**config.mk**
```make
export PLATFORM = sky130hd
export DESIGN_NAME = controller_emulator_m_flat
export DESIGN_NICKNAME = d
export VERILOG_FILES = /design/src/rtl/controller_emulator_m_if.sv /design/src/rtl/controller_emulator_m.sv /design/src/flat_wrapper.sv
export SDC_FILE = /design/constraint.sdc
export NUM_CORES = 1
export LEC_CHECK = 0
export CORE_ASPECT_RATIO = 0.9
export CORE_MARGIN = 1
export CORE_UTILIZATION = 47
export DETAILED_ROUTE_END_ITERATION = 8
export PLACE_DENSITY = 0.86
export RECOVER_POWER = 25
export SETUP_SLACK_MARGIN = 0.05
export SYNTH_ARGS = -nofsm -noshare
export SYNTH_HDL_FRONTEND = slang
export SYNTH_SLANG_ARGS = --single-unit
```
**constraint.sdc**
```tcl
create_clock -name clk -period 1.69 [get_ports clk]
set_input_delay 0.4225 -clock clk [delete_from_list [all_inputs] [get_ports clk]]
set_output_delay 0.4225 -clock clk [all_outputs]
set_load 0.03 [all_outputs]
```
**src/rtl/controller_emulator_m_if.sv**
```systemverilog
// controller_emulator_m_if
// Controller connector pins between a host console and the emulated pad.
//   controller_clk    : host shift clock (host -> pad), asynchronous
//   controller_latch  : host latch, active-high (host -> pad), asynchronous
//   controller_data_B : serial button data, low = pressed (pad -> host)
// Modports: master = host side, slave = emulated controller side.
interface controller_emulator_m_if;
  logic controller_clk;
  logic controller_latch;
  logic controller_data_B;

  modport master (
    output controller_clk,
    output controller_latch,
    input  controller_data_B
  );

  modport slave (
    input  controller_clk,
    input  controller_latch,
    output controller_data_B
  );
endinterface

```
**src/rtl/controller_emulator_m.sv**
```systemverilog
// controller_emulator_m
// Emulates an 8-button controller shift register on the console connector.
// Host latch/clock are oversampled in the clk domain; the latched snapshot
// is shifted out MSB (button A) first as an active-low serial stream.
// Ports:
//   clk          : system clock
//   rst_n        : asynchronous active-low reset
//   buttons      : active-high button state, bit 7 shifted first
//   turbo_mask   : per-button turbo enable (turbo build only)
//   ctl          : connector pins (slave side of controller_emulator_m_if)
//   frame_strobe : one-cycle pulse per completed latch
//   bit_count    : bits shifted since last latch, saturates at 8
// Optional feature: define CONTROLLER_EMULATOR_TURBO_EN to make turbo-enabled
// buttons read as pressed on alternate latched frames only.
//
// state | meaning
// ------+--------------------------------------------------------------
// IDLE  | after reset, waiting for the first latch
// LOAD  | latch high: snapshot reloaded every cycle, count cleared
// SHIFT | shifting one bit per host clock rising edge
// DONE  | all 8 bits sent, data idles high, further clocks ignored
module controller_emulator_m (
  input  logic                    clk,
  input  logic                    rst_n,
  input  logic [7:0]              buttons,
  input  logic [7:0]              turbo_mask,
  controller_emulator_m_if.slave  ctl,
  output logic                    frame_strobe,
  output logic [3:0]              bit_count
);

  typedef enum logic [1:0] {IDLE, LOAD, SHIFT, DONE} state_t;

  state_t     state, state_nxt;
  logic [2:0] clk_sync, latch_sync;
  logic       clk_rise, latch_high, latch_fall;
  logic [7:0] shreg, shreg_nxt;
  logic [3:0] bit_count_nxt;
  logic       strobe_nxt;
  logic       parity_toggle;
  logic       data_b_q;
  logic [7:0] effective_buttons;

  // [0],[1] synchronize; [2] is the delayed copy for edge detection
  always_ff @(posedge clk or negedge rst_n) begin
    if (!rst_n) begin
      clk_sync   <= 3'b000;
      latch_sync <= 3'b000;
    end else begin
      clk_sync   <= {clk_sync[1:0], ctl.controller_clk};
      latch_sync <= {latch_sync[1:0], ctl.controller_latch};
    end
  end

  assign clk_rise   = clk_sync[1] & ~clk_sync[2];
  assign latch_high = latch_sync[1];
  assign latch_fall = ~latch_sync[1] & latch_sync[2];

`ifdef CONTROLLER_EMULATOR_TURBO_EN
  logic frame_parity;

  always_ff @(posedge clk or negedge rst_n) begin
    if (!rst_n)
      frame_parity <= 1'b0;
    else if (parity_toggle)
      frame_parity <= ~frame_parity;
  end

  assign effective_buttons = buttons & ~(turbo_mask & {8{frame_parity}});
`else
  logic unused_turbo;
  assign unused_turbo      = ^{turbo_mask, parity_toggle};
  assign effective_buttons = buttons;
`endif

  always_ff @(posedge clk or negedge rst_n) begin
    if (!rst_n) begin
      state        <= IDLE;
      shreg        <= 8'h00;
      bit_count    <= 4'd0;
      frame_strobe <= 1'b0;
      data_b_q     <= 1'b1;
    end else begin
      state        <= state_nxt;
      shreg        <= shreg_nxt;
      bit_count    <= bit_count_nxt;
      frame_strobe <= strobe_nxt;
      data_b_q     <= ~shreg[7];
    end
  end

  assign ctl.controller_data_B = data_b_q;

  // A high synchronized latch always wins over a host clock edge, so a
  // latch arriving mid-shift aborts the frame and reloads at once.
  always_comb begin
    state_nxt     = state;
    shreg_nxt     = shreg;
    bit_count_nxt = bit_count;
    strobe_nxt    = 1'b0;
    parity_toggle = 1'b0;
    case (state)
      IDLE: begin
        if (latch_high) begin
          state_nxt     = LOAD;
          shreg_nxt     = effective_buttons;
          bit_count_nxt = 4'd0;
        end
      end
      LOAD: begin
        // Loading continues through the falling-edge cycle so the last
        // button value seen while latched is the one shifted out; a clock
        // edge coinciding with the fall is dropped.
        shreg_nxt     = effective_buttons;
        bit_count_nxt = 4'd0;
        if (latch_fall) begin
          state_nxt     = SHIFT;
          strobe_nxt    = 1'b1;
          parity_toggle = 1'b1;
        end
      end
      SHIFT: begin
        if (latch_high) begin
          state_nxt     = LOAD;
          shreg_nxt     = effective_buttons;
          bit_count_nxt = 4'd0;
        end else if (clk_rise) begin
          shreg_nxt     = {shreg[6:0], 1'b0};
          bit_count_nxt = bit_count + 4'd1;
          if (bit_count == 4'd7)
            state_nxt = DONE;
        end
      end
      DONE: begin
        if (latch_high) begin
          state_nxt     = LOAD;
          shreg_nxt     = effective_buttons;
          bit_count_nxt = 4'd0;
        end
      end
      default: begin
        state_nxt = IDLE;
      end
    endcase
  end

endmodule

```
**src/flat_wrapper.sv**
```systemverilog
// flat-port wrapper written by rule: the top's interface ports become plain ports
module controller_emulator_m_flat 
  (clk, rst_n, buttons, turbo_mask, frame_strobe, bit_count, ctl_controller_clk, ctl_controller_latch, ctl_controller_data_B);
  controller_emulator_m_if ctl_i ();
  input  logic clk;
  input  logic rst_n;
  input  logic [7:0] buttons;
  input  logic [7:0] turbo_mask;
  output logic frame_strobe;
  output logic [3:0] bit_count;
  input wire logic [$bits(ctl_i.controller_clk)-1:0] ctl_controller_clk;
  input wire logic [$bits(ctl_i.controller_latch)-1:0] ctl_controller_latch;
  output wire logic [$bits(ctl_i.controller_data_B)-1:0] ctl_controller_data_B;
  assign ctl_i.controller_clk = ctl_controller_clk;
  assign ctl_i.controller_latch = ctl_controller_latch;
  assign ctl_controller_data_B = ctl_i.controller_data_B;
  controller_emulator_m u_core (.clk(clk), .rst_n(rst_n), .buttons(buttons), .turbo_mask(turbo_mask), .ctl(ctl_i), .frame_strobe(frame_strobe), .bit_count(bit_count));
endmodule
```
======== Word-level counts from Yosys, hierarchy flattened ========
Cells that the tools add are included.
storage, ports and cells
  bits in registers ....................... 22
  input port bits ......................... 20
  output and inout port bits .............. 6
  logic and storage cells ................. 41
cells by class
  $add $sub $neg .......................... 1
  equality and inequality tests ........... 8
  muxes and demuxes ....................... 16
  bitwise logic cells ..................... 5
  reduce and logical (&&, ||, !) cells .... 4
operator list
  kind                 number
  $mux 8               3
  $pmux 8 s3           1
  $mux 4               3
  $pmux 4 s3           1
  $mux 2               5
  $ne 3x1->1 const B   2
  $pmux 2 s3           1
  $add 4x1->4 const B  1
  $eq 2x2->1 const B   2
  $eq 4x3->1 const B   1
  $ne 2x1->1 const B   2
  $reduce_and 4->1     1
  $not 1->1            3
  $and 1x1->1          2
  $eq 2x1->1 const B   1
  $logic_not 2->1      1
  $mux 1               2
  $reduce_and 2->1     1
  $reduce_or 2->1      1

======== Longest topological paths before layout ========
  depth in word-level cells ............... 5
  mapped depth ............................ 8
  gate-level depth less buffers ........... 6

======== Least setup slack after synthesis ========
No wires, ideal clock.
  kind .................................... reg-to-reg
  start ................................... reg u_core.state[0]
  end ..................................... reg u_core.state[1]
  setup time .............................. 127 ps
  data arrival time ....................... 1384 ps
  data required time ...................... 1563 ps
  path slack .............................. 179 ps
  cell stages (with the launch flop) ...... 7
  buffers on the path ..................... 0
  clock period less this slack ............ 1511 ps
  cells stage by stage .................... dfrtp_1 inv_1 ha_1 or2b_2 o21ai_4 a221oi_4 o32a_2
on the way
  longest elaborated chain between the ends .. 4
  elaborated cells between the ends (all ways) .. 11
  classes of those cells .................. 7 x eq/ne; 1 x mux; 3 x reduce/logical
ends and longest elaborated chain
  what                                                  RTL line                      RTL
  from (decl)                                           controller_emulator_m.sv:34   state_t state, state_nxt;
  from (signal assigned)                                controller_emulator_m.sv:84   state <= state_nxt;
  $eq 2x2->1 / $logic_not 2->1 (equally long branches)  controller_emulator_m.sv:102  case (state)
  $reduce_or 2->1 (no source line)                      n/a
  $ne 2x1->1 (no source line)                           n/a
  $reduce_and 4->1 (no source line)                     n/a
Several ways; a longest one is shown, not always the timed one.
A chain may end at the register's enable or synchronous reset.

======== Worst setup path after layout ========
  start ................................... reg u_core.state[0]
  end ..................................... reg u_core.state[0]
The elaborated chain is that of the path after synthesis.

==> flow_summary.ini <==
[setup_path]
reg2reg_depth = 6
r2r-start = u_core.state[0]$_DFFE_PN0P_
crit_slowest_cell = dfrtp_1
arrival_ns = 1.83
crit_fanout = 4
cpPeakStageDelay_ns = 0.42
worst_setup_path_end_kind = flip-flop
rrSetupSlack_ns = 0.09
path_class = flip-flop to flip-flop
worstPathRequired_ns = 1.92
start_kind = flip-flop
crit_buf_inv = 1
r2r-end = u_core.state[0]$_DFFE_PN0P_
crit_path_cell_trace = inv_1 > ha_4 > or2b_4 > o21ai_4 > a221oi_4 > mux2i_1
cp_top_family = flip-flops

[power]
peakVddDrop_mv = 0.737
p_clk_frac = 0.134
power.density_cell_area_nw_per_um2 = 1430
p_sw_frac = 0.342
power_frac_seq = 0.414
p_leak_nw = 0.640
p_int_mw = 1.21
combPwrFrac = 0.453
power_mw = 1.84
netSwitchingPower_mw = 0.631

[global_routing]
grt_pass1_wl_um = 2880
grt_remaining_overflow = 0
grt_max_degree = 23
antenna_found_initial = 0
grt_pass1_vias = 664
track_usage = 0.176

[clock_tree]
cts_sinks = 22
cts.clk_slew.worst_paths_ns = 0.12
insertion_delay_ns = 0.31
h-tree-depth = 1
cts_tree = built
cts_buffer_depth = 2
cts_buffers = 3
cts_hold_buf = 0
clockRootBuffer = clkbuf_4

[hold_path]
hold_path_class = flip-flop to flip-flop
hold_start = u_core.latch_sync[0]$_DFF_PN0_
hold_path_end = u_core.latch_sync[1]$_DFF_PN0_
hold_depth = 0

[synthesis]
synthMuxAreaShare = 0.0804
synth_top_family_by_area = simple AND/OR/NAND/NOR gates
synth-simple-area-share = 0.137
netlist.area_leader.share = 0.528
syn_nets = 105
ys_seq_elements = 22
syn_area_per_cell_sq_um = 12.3
syn_inst = 81
yosysSeqAreaShare = 0.554
synth_area_sq_um = 996
synth_top_cell_by_area = dfrtp_1
synthDistinctLibCells = 25
synth_adder_area_share = 0.0503
synthXorXnorAreaFrac = 0.0176
yosysWarnings = 0
synth_compound_area_frac = 0.123
synthTopCellsByArea = dfrtp_1 (53%), mux2i_1 (8.0%), ha_1 (5.0%), o21ai_0 (4.0%), nand2_1 (3.8%)

[layout]
layout-drive-gt1-share = 0.215
layout.cells.non_filler = 132
stdcell_area_sq_um = 1280
layout_commonest_cell = dfrtp_1
nFillCells = 154
nets = 132
area_growth_pct = 29.0
final_core_util = 0.658
mostFrequentLayoutCells = dfrtp_1 (21), nand2_1 (10), mux2i_1 (8), clkdlybuf4s50_1 (8), o21ai_0 (7)
n_antenna_cell = 0

[floorplan]
initial_core_util = 0.510
dieArea_sq_um = 2310
boundaryPins = 26
coreArea_sq_um = 1950
rows = 15
die_y_um = 45.7
fp.dieW_um = 50.5

[route]
vias_per_cell = 5.31
drc_errors = 0
ant_nets = 0
wire_per_inst_um = 14.3
drtIter0Drc = 8
first_pass_iters = 4
wl_um = 1880
route.vias.total = 701

[timing]
min_period_over_period = 0.948
hold_viol_final = 0
finalClockSkew_ns = 0.00956
holdWs_ns = 0.362
fmax_ghz = 0.624
worstMarginPinSlew_ns = 0.529
fin_crit_ns = 1.60
setup_viol = 0
final.setup.worst_slack_ns = 0.0873
slew_headroom = 0.647
tns_ns = 0
report.final.slew_viol_count = 0

[place]
hpwl_um = 1370
gp_congestion = 0.788
portBuffers = 17
pre_cts_ws_ns = 0.0642
dp.cells = 126
placed_cell_area_sq_um = 1220

[job]
max_cap_violations = 0

[run_status]
status = complete, no violations
logic make-up after synthesis:
family	count (synthesis)
DFF	22
and+or+nand+nor	25
buffers and inverters	6
muxes	8
AOI/OAI and AO/OA	14
xor gates and xnor gates	2
adders and majority gates	4
power groups by stage:
| stage | Combinational, mW | Clock [mW] | Sequential (mW) |
|---|---|---|---|
| 2_1_floorplan | 0.463 | 0 | 0.789 |
| 3_3_place_gp | 0.678 | 0 | 0.759 |
| 3_5_place_dp | 0.718 | 0 | 0.771 |
| 4_1_cts | 0.708 | 0.252 | 0.758 |
| 5_1_grt | 0.915 | 0.277 | 0.780 |
| 6_report | 0.834 | 0.246 | 0.763 |
cell type report:
type	count	area (sq um)	share of cell area
well taps	25	31.3	0.0243
clock buffers	4	26.3	0.0204
repair buffers	24	239	0.186
inverters	4	15.0	0.0117
multi-input cells	53	422	0.328
flip-flops and latches	22	552	0.429
cells in the mapped netlist (all sizes together):
master and count:
a22o 1, o21ai 10, inv 4, nand3b 1
nand2b 2, nor2 4, ha 4, a221oi 1
and3 1, dfrtp 21, xor2 1, mux2i 8
buf 2, dfstp 1, or2b 1, nor3 1
nand2 10, and2b 3, nand3 2, a32o 1
xnor2 1, o32a 1
timing repair:
action	CTS	global route
buffers inserted	0	1
gates cloned	0	1
endpoints found under the setup margin	6	14
resized for setup	6	5
routing by layer:
metal | up-vias | global-route usage | share of wire
met5 | - | 0 | 0
met4 | 0 | 0.0667 | 0.0069
met3 | 2 | 0.0500 | 0.044
met2 | 15 | 0.325 | 0.54
met1 | 356 | 0.194 | 0.40
li1 | 328 | - | -
sequential cells by signal (all words and copies together) (netlist names):
signal                        flops
u_core.state                      2
u_core.clk_sync                   3
u_core.shreg                      8
u_core.ctl.controller_data_B      1
u_core.latch_sync                 3
u_core.frame_strobe               1
u_core.bit_count                  4
how the worst max path moves through the flow:
stage	slack, ns	start	depth (start not counted)	end
floorplan	0.18	u_core.state[0]$_DFFE_PN0P_	6	u_core.state[1]$_DFFE_PN0P_
global placement	0.12	u_core.ctl.controller_data_B$_DFF_PN1_	1	ctl_controller_data_B
detailed placement	0.06	u_core.state[0]$_DFFE_PN0P_	6	u_core.shreg[6]$_DFFE_PN0P_
CTS	0.05	u_core.ctl.controller_data_B$_DFF_PN1_	1	ctl_controller_data_B
global route	-0.04	u_core.state[0]$_DFFE_PN0P_	6	u_core.state[0]$_DFFE_PN0P_
finish	0.09	u_core.state[0]$_DFFE_PN0P_	6	u_core.state[0]$_DFFE_PN0P_
No activity file was read; power rests on OpenSTA's default activity.
